File: src/rtl/breakout_pkg.sv
// Shared colour constants, pixel type and renderer FSM states for the Breakout display path.
package breakout_pkg;

    typedef logic [23:0] rgb_t;

    localparam rgb_t BLACK  = 24'h000000;
    localparam rgb_t WHITE  = 24'hFFFFFF;
    localparam rgb_t RED    = 24'hFF0000;
    localparam rgb_t YELLOW = 24'hFFFF00;

    typedef enum logic {
        IDLE = 1'b0,
        RUN  = 1'b1
    } state_e;

endpackage

File: src/rtl/brick_flash_timer.sv
// Per-brick destruction flash timer: loads on a hit-bit rise, counts down on frame ticks.
module brick_flash_timer #(
    parameter int unsigned FLASH_FRAMES = 8
) (
    input  logic clk,
    input  logic rst,
    input  logic hit,
    input  logic frame_tick,
    output logic flashing
);

    logic [7:0] cnt_q, cnt_d;
    logic       hit_q, hit_d;
    logic       flashing_q, flashing_d;

    // Load beats tick; a level drop clears any flash in progress.
    always_comb begin
        cnt_d      = cnt_q;
        hit_d      = hit;
        if (hit && !hit_q) begin
            cnt_d = 8'(FLASH_FRAMES);
        end else if (!hit && hit_q) begin
            cnt_d = 8'd0;
        end else if (frame_tick && (cnt_q != 8'd0)) begin
            cnt_d = cnt_q - 8'd1;
        end
        flashing_d = (cnt_d != 8'd0);
    end

    always_ff @(posedge clk or negedge rst) begin
        if (!rst) begin
            cnt_q      <= 8'd0;
            hit_q      <= 1'b0;
            flashing_q <= 1'b0;
        end else begin
            cnt_q      <= cnt_d;
            hit_q      <= hit_d;
            flashing_q <= flashing_d;
        end
    end

    assign flashing = flashing_q;

endmodule

File: src/rtl/brick_field_renderer.sv
// Two-stage pixel colour generator: paddle > ball > brick grid > background.
// Optional destruction flash animation enabled by defining BRICK_FLASH_EN.
module brick_field_renderer
    import breakout_pkg::*;
#(
    parameter int unsigned COORD_W      = 10,
    parameter int unsigned ROWS         = 3,
    parameter int unsigned COLS         = 8,
    parameter int unsigned BRICK_W      = 80,
    parameter int unsigned BRICK_H      = 50,
    parameter int unsigned FIELD_X0     = 0,
    parameter int unsigned FIELD_Y0     = 0,
    parameter int unsigned PADDLE_W     = 160,
    parameter int unsigned PADDLE_H     = 10,
    parameter int unsigned BALL_R       = 3,
    parameter int unsigned FLASH_FRAMES = 8
) (
    input  logic                   clk,
    input  logic                   rst,
    input  logic                   start,
    input  logic                   pix_valid,
    input  logic [COORD_W-1:0]     x,
    input  logic [COORD_W-1:0]     y,
    input  logic [COORD_W-1:0]     ballx,
    input  logic [COORD_W-1:0]     bally,
    input  logic [COORD_W-1:0]     paddlex,
    input  logic [COORD_W-1:0]     paddley,
    input  logic [ROWS*COLS-1:0]   hit_mask,
    output logic [23:0]            color,
    output logic                   color_valid
);

    localparam int unsigned CW  = COORD_W + 2;
    localparam int unsigned NB  = ROWS * COLS;
    localparam int unsigned RW  = (ROWS > 1) ? $clog2(ROWS) : 1;
    localparam int unsigned CLW = (COLS > 1) ? $clog2(COLS) : 1;

    if ((FLASH_FRAMES < 1) || (FLASH_FRAMES > 255)) begin : g_bad_flash_frames
        $error("FLASH_FRAMES must lie in 1..255");
    end

    state_e state_q, state_d;

    logic           valid1_q, valid1_d;
    logic           run1_q, run1_d;
    logic           pad1_q, pad1_d;
    logic           ball1_q, ball1_d;
    logic           brick1_q, brick1_d;
    logic           flash1_q, flash1_d;
    logic [RW-1:0]  row1_q, row1_d;
    logic [CLW-1:0] col1_q, col1_d;
    rgb_t           color_q, color_d;
    logic           color_valid_q, color_valid_d;

    logic [CW-1:0]   xe, ye, bxe, bye, pxe, pye;
    logic [ROWS-1:0] row_hit;
    logic [COLS-1:0] col_hit;
    logic [NB-1:0]   brick_flash;
    logic [NB-1:0]   cell_on;

    assign xe  = CW'(x);
    assign ye  = CW'(y);
    assign bxe = CW'(ballx);
    assign bye = CW'(bally);
    assign pxe = CW'(paddlex);
    assign pye = CW'(paddley);

    for (genvar c = 0; c < COLS; c++) begin : g_col
        assign col_hit[c] = (xe >= CW'(FIELD_X0 + c * BRICK_W)) &&
                            (xe <  CW'(FIELD_X0 + (c + 1) * BRICK_W));
    end

    for (genvar r = 0; r < ROWS; r++) begin : g_row
        assign row_hit[r] = (ye >= CW'(FIELD_Y0 + r * BRICK_H)) &&
                            (ye <  CW'(FIELD_Y0 + (r + 1) * BRICK_H));
    end

    // A cell is visible while intact, or while its destruction flash runs.
    for (genvar r = 0; r < ROWS; r++) begin : g_cell_r
        for (genvar c = 0; c < COLS; c++) begin : g_cell_c
            assign cell_on[r*COLS+c] = row_hit[r] && col_hit[c] &&
                                       (!hit_mask[r*COLS+c] || brick_flash[r*COLS+c]);
        end
    end

`ifdef BRICK_FLASH_EN
    logic frame_tick;
    assign frame_tick = pix_valid && (x == '0) && (y == '0);

    for (genvar i = 0; i < NB; i++) begin : g_flash
        brick_flash_timer #(
            .FLASH_FRAMES (FLASH_FRAMES)
        ) u_timer (
            .clk        (clk),
            .rst        (rst),
            .hit        (hit_mask[i]),
            .frame_tick (frame_tick),
            .flashing   (brick_flash[i])
        );
    end
`else
    assign brick_flash = '0;
`endif

    always_comb begin
        state_d = state_q;
        case (state_q)
            IDLE:    if (!start) state_d = RUN;
            RUN:     state_d = RUN;
            default: state_d = IDLE;
        endcase
    end

    // Stage 1: region hits and the (single, cells are disjoint) active brick index.
    always_comb begin
        valid1_d = pix_valid;
        run1_d   = (state_q == RUN);
        pad1_d   = (xe >= pxe) && (xe < pxe + CW'(PADDLE_W)) &&
                   (ye >= pye) && (ye < pye + CW'(PADDLE_H));
        ball1_d  = (xe < bxe + CW'(BALL_R)) && (bxe < xe + CW'(BALL_R)) &&
                   (ye < bye + CW'(BALL_R)) && (bye < ye + CW'(BALL_R));
        brick1_d = 1'b0;
        flash1_d = 1'b0;
        row1_d   = '0;
        col1_d   = '0;
        for (int unsigned r = 0; r < ROWS; r++) begin
            for (int unsigned c = 0; c < COLS; c++) begin
                if (cell_on[r*COLS+c]) begin
                    brick1_d = 1'b1;
                    flash1_d = brick_flash[r*COLS+c];
                    row1_d   = RW'(r);
                    col1_d   = CLW'(c);
                end
            end
        end
    end

    // Stage 2: colour resolve; black whenever the pixel entered before RUN.
    always_comb begin
        color_d       = BLACK;
        color_valid_d = valid1_q;
        if (run1_q) begin
            if (pad1_q || ball1_q) begin
                color_d = WHITE;
            end else if (brick1_q) begin
                if (flash1_q)                  color_d = YELLOW;
                else if (row1_q[0] ^ col1_q[0]) color_d = WHITE;
                else                           color_d = RED;
            end
        end
    end

    always_ff @(posedge clk or negedge rst) begin
        if (!rst) begin
            state_q       <= IDLE;
            valid1_q      <= 1'b0;
            run1_q        <= 1'b0;
            pad1_q        <= 1'b0;
            ball1_q       <= 1'b0;
            brick1_q      <= 1'b0;
            flash1_q      <= 1'b0;
            row1_q        <= '0;
            col1_q        <= '0;
            color_q       <= BLACK;
            color_valid_q <= 1'b0;
        end else begin
            state_q       <= state_d;
            valid1_q      <= valid1_d;
            run1_q        <= run1_d;
            pad1_q        <= pad1_d;
            ball1_q       <= ball1_d;
            brick1_q      <= brick1_d;
            flash1_q      <= flash1_d;
            row1_q        <= row1_d;
            col1_q        <= col1_d;
            color_q       <= color_d;
            color_valid_q <= color_valid_d;
        end
    end

    assign color       = color_q;
    assign color_valid = color_valid_q;

endmodule

File: config.mk
export PLATFORM = sky130hd
export DESIGN_NAME = brick_field_renderer
export DESIGN_NICKNAME = d
export VERILOG_FILES = /design/src/rtl/breakout_pkg.sv /design/src/rtl/brick_flash_timer.sv /design/src/rtl/brick_field_renderer.sv
export SDC_FILE = /design/constraint.sdc
export NUM_CORES = 1
export LEC_CHECK = 0
export ABC_AREA = 1
export CORE_MARGIN = 2
export CORE_UTILIZATION = 40
export DETAILED_ROUTE_END_ITERATION = 10
export PLACE_DENSITY = 0.7
export SETUP_SLACK_MARGIN = 0.3
export SLEW_MARGIN = 20
export SYNTH_ARGS = -nofsm -noshare
export SYNTH_HDL_FRONTEND = slang
export SYNTH_SLANG_ARGS = --single-unit
File: constraint.sdc
create_clock -name clk -period 2.35 [get_ports clk]
set_input_delay 0.47 -clock clk [delete_from_list [all_inputs] [get_ports clk]]
set_output_delay 0.47 -clock clk [all_outputs]
set_load 0.01 [all_outputs]
==> metrics.yaml, run 1 <==
run_status:
  outcome: "finished clean"
synthesis:
  ys_seq_area_share_pct: 7.244
  netlist_area_mm2: 0.003800
  syn_nets: 763
  synth_top_family_by_area: "simple AND/OR/NAND/NOR gates"
  synth-compound-area-share_pct: 9.812
  synth_area_leaders: "ha_1 (26%), nand2_1 (11%), xor2_1 (8.8%), inv_1 (8.1%), nor2_1 (7.3%)"
  synthMuxAreaShare_pct: 0
  synth_seq_cells: 11
  synth_warnings: 0
  ys_types: 32
  yosys.area_share.simple_pct: 34.15
  synth-xor-area-share_pct: 9.681
  synth_top_cell_by_area: "ha_1"
  synth.avg_cell_area_um2: 6.365
  synth_fa_ha_area_share_pct: 25.68
  postSynthCellCount: 597
  synth_top_cell_area_share_pct: 25.68
grt:
  grt_pass1_wl_mm: 19.73
  grt_pass1_vias: 4567
  overflow: 0
  grt_util_all_layers_pct: 23.48
  antenna_found_initial: 0
  grt_start_max_net_pins: 17
finish:
  drive_gt1_share_pct: 27.73
  num_antenna_cells: 0
  final-seq-area_um2: 275.3
  layout.nets: 982
  most-common-layout-cells: "buf_4 (122), nand2_1 (106), ha_1 (69), inv_1 (68), clkdlybuf4s50_1 (65)"
  nFillCells: 778
  synthToLayoutAreaGrowth_pct: 61.57
  multi_input_area_mm2: 0.003292
  final_common_cell: "buf_4"
clock_network:
  clockBufferDepth: 2
  clk_latency_ns: 0.23
  cts_buffers: 3
  cts.clk_slew.worst_paths_ns: 0.05
  cts_tree: "done"
  cts_root_buf: "clkbuf_8"
  htree_levels: 1
  cts_sinks: 11
die:
  dieHeight_um: 101.5
  coreArea_mm2: 0.009240
  num_rows: 35
  die-area_mm2: 0.01030
  die_width_um: 101.5
  start_util_pct: 41.12
  io_pins: 113
timing:
  min_period_ns: 2.099
  clock-skew-final_ns: 0.0009063
  fin_crit_sh_pct: 89.32
  rsz0062_at_grt: "yes"
  maxSlewHeadroom_pct: 68.83
  hold_violations: 0
  fmax_mhz: 476.4
  maxSlewViolCount: 0
  tightest_slew_ns: 0.4661
  layout_setup_ws_ns: 0.2511
  setup_viol: 0
route:
  drc: 0
  ant_nets: 0
  vias_per_cell: 4.994
  wirelength_mm: 12.35
  drt_first_pass_iters: 4
  drt_iter0_drc: 152
  wire_per_inst_um: 13.08
  vias: 4714
pwr:
  p_leak_nw: 3.275
  totalPowerFinal_w: 0.001556
  vdd_ir_drop_max_v: 0.0002499
  p_per_area_mw_per_mm2: 253.5
critical_path:
  path_max_fanout: 2
  r2r-end: "color[15]$_DFF_PN0_"
  cp-end-kind: "register"
  path_class: "in -> reg"
  crit_start: "ballx[2]"
  reg2reg_depth: 4
  critPathRequiredTime_ns: 2.51
  r2r_start: "ball1_q$_DFF_PN0_"
  r2r_setup_slack_ns: 1.54
  cp-start-kind: "primary input"
  worstPathArrival_ns: 2.26
placed_design:
  port_buffers: 112
  routabilityCongestion: 0.9465
  dpl_worst_slack_ns: -0.4466
  hpwl_mm: 10.39
run:
  max_cap_violations: 0
min_path:
  min_to: "color_valid$_DFF_PN0_"
  worstHoldStart: "color_valid_d$_DFF_PN0_"
  min_path_cells: 0
  hp-class: "reg -> reg"
## metrics by stage
stage          setup TNS [ns]  hold WS [ns]  instance area [um^2]  util, %  std cells
6_report                    0        0.3476                  6140    66.45        944
5_1_grt                     0        0.3659                  6140    66.45        944
4_1_cts                     0        0.3505                  5995    64.87        942
3_5_place_dp          -0.8527        0.3466                  5739    62.11        922
3_3_place_gp          -0.6731        0.3362                  5739    62.11        922
2_1_floorplan               0        0.1744                  3826        -        597
## registers in the layout, indices dropped and copies added, names as in the netlist
| name | count |
|---|---|
| ball1_q | 1 |
| brick1_q | 1 |
| col1_q | 1 |
| color | 2 |
| color_valid | 1 |
| color_valid_d | 1 |
| pad1_q | 1 |
| row1_q | 1 |
| run1_d | 1 |
| run1_q | 1 |
## cell families after synthesis
| family | Yosys count |
|---|---|
| simple gates | 287 |
| flops | 11 |
| buf+inv | 113 |
| xor+xnor | 42 |
| compound gates | 66 |
| fa+ha+maj | 78 |
## routing by layer
metal	wire length (um)	up-vias	share of wire [%]	track usage, %
li1	-	2392	-	-
met1	5150	2139	42	27.89
met2	6227	155	50	44.42
met3	688	28	5.6	2.968
met4	282	0	2.3	5.717
met5	0	-	0	0
## Yosys cell counts (all sizes together)
| library cell | instances |
|---|---|
| a21o | 6 |
| a21oi | 32 |
| clkinv | 1 |
| nor2 | 76 |
| dfrtp | 11 |
| nand3b | 13 |
| nand3 | 38 |
| o22ai | 1 |
| nand2 | 120 |
| o21bai | 2 |
| o21ai | 17 |
| ha | 78 |
| nand4 | 18 |
| a31oi | 2 |
| buf | 23 |
| nor4 | 1 |
| nor3 | 21 |
| xor2 | 38 |
| inv | 89 |
| o21a | 4 |
| o31ai | 1 |
| xnor2 | 4 |
| o211ai | 1 |
## worst max-delay path by stage
| stage | end |
|---|---|
| finish | ball1_q$_DFF_PN0_ |
| global route | ball1_q$_DFF_PN0_ |
| CTS | ball1_q$_DFF_PN0_ |
| detailed placement | ball1_q$_DFF_PN0_ |
| global placement | ball1_q$_DFF_PN0_ |
| floorplan | ball1_q$_DFF_PN0_ |
## final cells by class
type,count,area share [%]
Inverter,90,5.625
Multi-Input combinational cell,473,53.62
Clock buffer,4,0.7336
Timing Repair Buffer,237,32.91
Tap cell,129,2.629
Sequential cell,11,4.483
## power by group
| part | total [W] | internal [W] | switching, W |
|---|---|---|---|
| logic | 0.00115 | 0.000600 | 0.000553 |
| clock network | 0.000180 | 0.000118 | 0.0000615 |
| registers | 0.000223 | 0.000205 | 0.0000182 |
| total | 0.00156 | 0.000923 | 0.000633 |
## timing repair
action / CTS / global route
endpoints found under the setup margin: 5 / 5
setup buffers: 16 / 2
endpoints found under the hold margin: 0 / 0
gates resized for setup: 117 / 57
hold buffers: 0 / 0
pin swaps: 44 / 34
## worst max-delay path, cell delays in order
cell             delay, ns
clkdlybuf4s15_1       0.23
o21a_1                0.18
nand3_2               0.09
nor2_2                0.14
nand2_1               0.07
xor2_1                0.21
ha_1                  0.28
nand2_1               0.06
inv_1                 0.04
nand4_1               0.08
nand3_1               0.09
nor2_2                0.14
nand2_1               0.07
nor2_1                0.10
Power figures use the tool's default switching activity.
==> run 2, diff against run 1 <==
--- a/config.mk
+++ b/config.mk
@@ -6,10 +6,9 @@
 export NUM_CORES = 1
 export LEC_CHECK = 0
 export ABC_AREA = 1
-export CORE_MARGIN = 2
-export CORE_UTILIZATION = 40
+export CORE_UTILIZATION = 35
+export CTS_CLUSTER_DIAMETER = 150
 export DETAILED_ROUTE_END_ITERATION = 10
-export PLACE_DENSITY = 0.7
 export SETUP_SLACK_MARGIN = 0.3
 export SLEW_MARGIN = 20
 export SYNTH_ARGS = -nofsm -noshare
==> run 2 against run 1 <==
Effect of this change:
- global-route usage fell by 1.3 points
- count of clock-buffer cells in the layout did not move
- critical path depth did not move
- clock skew rose by 0.0015 ns
- sequential power barely moved
- die area rose by 9.5%
- critical path type unchanged
- largest power group unchanged
==> metrics.yaml, run 2 (synthesis results as in run 1) <==
critical_path:
  cp-end-kind: "register"
  worstPathArrival_ns: 2.29  # +0.03 ns
  path_class: "in -> reg"
  r2r_start: "ball1_q$_DFF_PN0_"
  path_max_fanout: 2  # unchanged
  r2r-end: "color[15]$_DFF_PN0_"
  crit_start: "ballx[1]"
  cp-start-kind: "primary input"
  critPathRequiredTime_ns: 2.51  # about the same
  reg2reg_depth: 4  # unchanged
  r2r_setup_slack_ns: 1.54  # about the same
  critPathCapture: "ball1_q$_DFF_PN0_"
finish:
  final-seq-area_um2: 275.3  # unchanged
  multi_input_area_mm2: 0.003362  # +2.1%
  largest_reg_flops: 2  # unchanged
  final_common_cell: "buf_4"
  layout.nets: 996  # +1.4%
  most-common-layout-cells: "buf_4 (135), nand2_1 (105), ha_1 (68), nor2_1 (64), clkdlybuf4s50_1 (64)"
  synthToLayoutAreaGrowth_pct: 67.14
  drive_gt1_share_pct: 31.00  # +3.3 points
  nFillCells: 966  # +24%
  design_area_mm2: 0.006351  # +3.4%
  num_antenna_cells: 0  # unchanged
timing:
  tightest_slew_ns: 0.4765  # +0.01043 ns
  rsz0062_at_grt: "yes"
  maxSlewViolCount: 0  # unchanged
  hold_violations: 0  # unchanged
  fmax_mhz: 469.3  # -1.5%
  clock-skew-final_ns: 0.002358  # +0.001452 ns
  setup_viol: 0  # unchanged
  tns_ns: 0  # unchanged
  min_period_ns: 2.131  # +0.03177 ns
  fin_crit_sh_pct: 90.67  # +1.4 points
  maxSlewHeadroom_pct: 68.13  # -0.70 points
route:
  wirelength_mm: 12.62  # +2.2%
  vias_per_cell: 4.861  # -2.7%
  drt_iter0_drc: 144  # -5.3%
  ant_nets: 0  # unchanged
  vias: 4691  # -0.49%
  drc: 0  # unchanged
  wire_per_inst_um: 13.08  # about the same
  drt_first_pass_iters: 4  # unchanged
die:
  num_rows: 37  # +5.7%
  io_pins: 113  # unchanged
  die-area_mm2: 0.01128  # +9.5%
  die_width_um: 106.2  # +4.7%
  coreArea_mm2: 0.01042  # +13%
  dieHeight_um: 106.2  # +4.7%
  start_util_pct: 36.48  # -4.6 points
clock_network:
  cts_tree: "done"
  htree_levels: 1  # unchanged
  cts.clk_slew.worst_paths_ns: 0.05  # about the same
  cts_root_buf: "clkbuf_8"
  cts_buffers: 3  # unchanged
  clk_latency_ns: 0.23  # about the same
  cts_sinks: 11  # unchanged
  clockBufferDepth: 2  # unchanged
min_path:
  hp-class: "reg -> reg"
run_status:
  outcome: "finished clean"
placed_design:
  port_buffers: 112  # unchanged
  hpwl_mm: 10.81  # +4.1%
  routabilityCongestion: 0.9163  # -3.2%
  placed_area_mm2: 0.005881  # +2.5%
grt:
  antenna_found_initial: 0  # unchanged
  grt_util_all_layers_pct: 22.21  # -1.3 points
  grt_pass1_vias: 4553  # -0.31%
  grt_pass1_wl_mm: 20.46  # +3.7%
  overflow: 0  # unchanged
  grt_start_max_net_pins: 17  # unchanged
pwr:
  p_per_area_mw_per_mm2: 251.9  # -0.61%
  vdd_ir_drop_max_v: 0.0002222  # -11%
  p_leak_nw: 3.325  # +1.5%
run:
  max_cap_violations: 0  # unchanged
run 2: final cells by class:
type	instances	share of cell area, %
Sequential cell	11	4.334
Inverter	90	5.398
Tap cell	136	2.679
Clock buffer	4	0.7092
Timing Repair Buffer	251	33.94
Multi-Input combinational cell	473	52.94
run 2: power by group:
| group | internal [W] | switching (W) | leakage (nW) |
|---|---|---|---|
| sequential | 0.000205 | 0.0000189 | 0.135 |
| combinational | 0.000631 | 0.000565 | 3.17 |
| clock | 0.000118 | 0.0000612 | 0.0228 |
run 2: through the flow:
| step | hold WS (ns) | util, % | instances | total power [W] | worst slack [ns] |
|---|---|---|---|---|---|
| floorplan | 0.1744 | - | 597 | 0.0008047 | 0.3055 |
| global placement | 0.3334 | 56.46 | 945 | 0.001336 | -0.3666 |
| detailed placement | 0.3449 | 56.46 | 945 | 0.001360 | -0.4161 |
| CTS | 0.3554 | 59.30 | 965 | 0.001574 | 0.2731 |
| global route | 0.3600 | 60.97 | 965 | 0.001751 | 0.1147 |
| finish | 0.3521 | 60.97 | 965 | 0.001600 | 0.2193 |
run 2: layer usage:
layer  global-route usage [%]  part of all wire (%)  vias up
met5                        0                     0        -
li1                         -                     -     2407
met2                    39.52                    48      119
met1                    28.97                    45     2146
met3                    1.962                   4.9       19
met4                    4.563                   1.9        0
run 2: worst min-delay path by stage:
stage	from	end	depth (start not counted)
after CTS	color_valid_d$_DFF_PN0_	color_valid$_DFF_PN0_	0
after global placement	color_valid_d$_DFF_PN0_	color_valid$_DFF_PN0_	0
after floorplan	rst	ball1_q$_DFF_PN0_	0
final	color_valid_d$_DFF_PN0_	color_valid$_DFF_PN0_	0
after detailed placement	color_valid_d$_DFF_PN0_	color_valid$_DFF_PN0_	0
after global routing	color_valid_d$_DFF_PN0_	color_valid$_DFF_PN0_	0
run 2: timing repair:
item	in CTS	in global routing
setup buffers	16	0
gates cloned	0	0
hold buffers	0	0
endpoints found under the setup margin	5	5
resized for setup	125	70
pin swaps	52	48
endpoints found under the hold margin	0	0
run 2: worst max-delay path, stage by stage:
cell and delay, ns:
clkdlybuf4s15_2 0.19, inv_1 0.07, ha_4 0.16, inv_2 0.06
nand3_2 0.08, nor3_2 0.23, xnor2_1 0.12, ha_1 0.32
a21oi_1 0.14, nand3b_1 0.11, nand3_1 0.09, nor2_2 0.10
nand2_1 0.06, nor2_1 0.09
==> run 3, diff against run 2 <==
--- a/config.mk
+++ b/config.mk
@@ -9,8 +9,8 @@
 export CORE_UTILIZATION = 35
 export CTS_CLUSTER_DIAMETER = 150
 export DETAILED_ROUTE_END_ITERATION = 10
+export REMOVE_ABC_BUFFERS = 1
 export SETUP_SLACK_MARGIN = 0.3
-export SLEW_MARGIN = 20
 export SYNTH_ARGS = -nofsm -noshare
 export SYNTH_HDL_FRONTEND = slang
 export SYNTH_SLANG_ARGS = --single-unit
==> run 3 against run 2 <==
Effect of this change:
- highest routed layer unchanged
- hold slack got worse by 0.0018 ns
- die area unchanged
- sequential share of layout area increased by 0.076 points
==> metrics.yaml, run 3 (synthesis results as in run 1) <==
run_status:
  outcome: "finished clean"
placed_design:
  routabilityCongestion: 0.9304  # +1.5%
  dpl_worst_slack_ns: -0.4907  # -0.07461 ns
  hpwl_mm: 10.05  # -7.0%
  dp.cells: 935  # -1.1%
  port_buffers: 112  # unchanged
die:
  die_width_um: 106.2  # unchanged
  coreArea_mm2: 0.01042  # unchanged
  num_rows: 37  # unchanged
  dieHeight_um: 106.2  # unchanged
  start_util_pct: 36.48  # unchanged
  io_pins: 113  # unchanged
  die-area_mm2: 0.01128  # unchanged
pwr:
  p_int_w: 0.0009330  # -2.3%
  pwr-share-clk_pct: 11.9  # +0.7 points
  switching_share_pct: 40.67  # +0.34 points
  switchingPower_w: 0.0006395  # -0.89%
  combPwrFrac_pct: 73.8  # -1.0 points
  p_leak_nw: 3.253  # -2.2%
  pwr-share-seq_pct: 14.3  # +0.3 points
  p_per_area_mw_per_mm2: 252.0  # about the same
  vdd_ir_drop_max_v: 0.0002103  # -5.4%
finish:
  nFillCells: 1010  # +4.6%
  num_antenna_cells: 0  # unchanged
  layout.nets: 984  # -1.2%
  multi_input_area_mm2: 0.003359  # about the same
  postLayoutCoreUtil_pct: 59.92  # -1.1 points
  largest_reg_flops: 2  # unchanged
  final_cells: 953  # -1.2%
  final_common_cell: "buf_4"
  drive_gt1_share_pct: 29.74  # -1.3 points
  synthToLayoutAreaGrowth_pct: 64.24
  most-common-layout-cells: "buf_4 (115), nand2_1 (99), ha_1 (70), clkdlybuf4s50_1 (68), inv_1 (65)"
  final-seq-area_um2: 275.3  # unchanged
clock_network:
  cts_sinks: 11  # unchanged
  cts_buffers: 3  # unchanged
  cts_tree: "done"
  htree_levels: 1  # unchanged
  cts_root_buf: "clkbuf_8"
  cts.clk_slew.worst_paths_ns: 0.05  # about the same
  clockBufferDepth: 2  # unchanged
  clk_latency_ns: 0.24  # about the same
timing:
  setup_viol: 0  # unchanged
  tightest_slew_ns: 0.5101  # +0.03358 ns
  tns_ns: 0  # unchanged
  fin_crit_sh_pct: 89.53  # -1.1 points
  rsz0062_at_grt: "yes"
  layout_setup_ws_ns: 0.2460  # +0.02674 ns
  hold_violations: 0  # unchanged
  maxSlewHeadroom_pct: 65.89  # -2.2 points
  min_period_ns: 2.104  # -0.02674 ns
  fmax_mhz: 475.3  # +1.3%
  maxSlewViolCount: 0  # unchanged
  clock-skew-final_ns: 0.006593  # +0.004235 ns
grt:
  use_met2_pct: 39.01  # -0.51 points
  grt_start_max_net_pins: 17  # unchanged
  gr-max-usage-layer: "met2"
  grt_util_all_layers_pct: 21.21  # -1.0 points
  overflow: 0  # unchanged
  grt_pass1_vias: 4593  # +0.88%
  grt_pass1_wl_mm: 19.74  # -3.5%
  antenna_found_initial: 0  # unchanged
  use_met1_pct: 25.69  # -3.3 points
  grt_use_met3_pct: 2.636  # +0.67 points
route:
  vias_per_cell: 4.837  # -0.49%
  wirelength_mm: 11.84  # -6.2%
  drc: 0  # unchanged
  drt_iter0_drc: 114  # -21%
  vias: 4610  # -1.7%
  ant_nets: 0  # unchanged
  wire_per_inst_um: 12.42  # -5.0%
  drt_first_pass_iters: 4  # unchanged
critical_path:
  path_max_fanout: 3  # +1
  critPathRequiredTime_ns: 2.52  # about the same
  cp-end-kind: "register"
  crit_family: "simple AND/OR/NAND/NOR gates"
  critPathMaxStageDelay_ns: 0.23  # -0.09 ns
  r2r_setup_slack_ns: 1.46  # -0.08 ns
  path_class: "in -> reg"
  crit_top_cell: "nor2_1"
  path_buf_inv: 3  # unchanged
  path_cells: "buf_8 > buf_6 > o21ai_2 > nor2_1 > nand2_1 > nor3_4 > nand3_1 > xor2_1 > inv_1 > ha_4 > nand4_1 > nand3_1 > nor2_1 > nand2_1 > nor2_1"
  slowest_stage: "ha_4"
  cp-start-kind: "primary input"
  worstPathArrival_ns: 2.28  # about the same
run:
  max_cap_violations: 0  # unchanged
min_path:
  hp-class: "reg -> reg"
## run 3: timing repair
action / CTS / global route
resized for setup: 159 / 61
hold buffers: 0 / 0
pin swaps: 65 / 38
setup buffers: 12 / 2
gates cloned: 0 / 0
setup endpoints to repair: 4 / 5
## run 3: final cells by class
class	count	share of cell area (%)
multi-input cells	473	53.83
clock buffers	4	0.7217
well taps	136	2.727
inverters	90	5.533
flip-flops and latches	11	4.411
repair buffers	239	32.78
## run 3: stage by stage
| step | power (W) | hold WS, ns | instance area (um^2) |
|---|---|---|---|
| after CTS | 0.001545 | 0.3567 | 6056 |
| after floorplan | 0.0007073 | 0.1744 | 3627 |
| final | 0.001573 | 0.3503 | 6241 |
| after global placement | 0.001293 | 0.3422 | 5767 |
| after detailed placement | 0.001316 | 0.3465 | 5767 |
| after global routing | 0.001722 | 0.3702 | 6241 |
## run 3: path summary, 6_finish.rpt
check / to / cells past startpoint / start
max: ball1_q$_DFF_PN0_ / 15 / y[1]
min: color_valid$_DFF_PN0_ / 0 / color_valid_d$_DFF_PN0_
max reg2reg: color[15]$_DFF_PN0_ / 4 / ball1_q$_DFF_PN0_
min reg2reg: color_valid$_DFF_PN0_ / 0 / color_valid_d$_DFF_PN0_
max in group asynchronous: color_valid_d$_DFF_PN0_ / 1 / rst
min in group asynchronous: col1_q[0]$_DFF_PN0_ / 1 / rst
## run 3: metal layers
layer	vias to the layer above	wire, um	share of wire [%]
met1	2071	5172	44
li1	2398	-	-
met3	22	555	4.7
met4	0	237	2.0
met5	-	0	0
met2	119	5875	50
## run 3: power groups by stage
| stage | combinational [W] | clock [W] | sequential (W) |
|---|---|---|---|
| finish | 0.00116 | 0.000186 | 0.000225 |
| global route | 0.00129 | 0.000205 | 0.000229 |
| global placement | 0.00107 | 0 | 0.000227 |
| floorplan | 0.000442 | 0 | 0.000266 |
| detailed placement | 0.00109 | 0 | 0.000229 |
| CTS | 0.00113 | 0.000192 | 0.000226 |
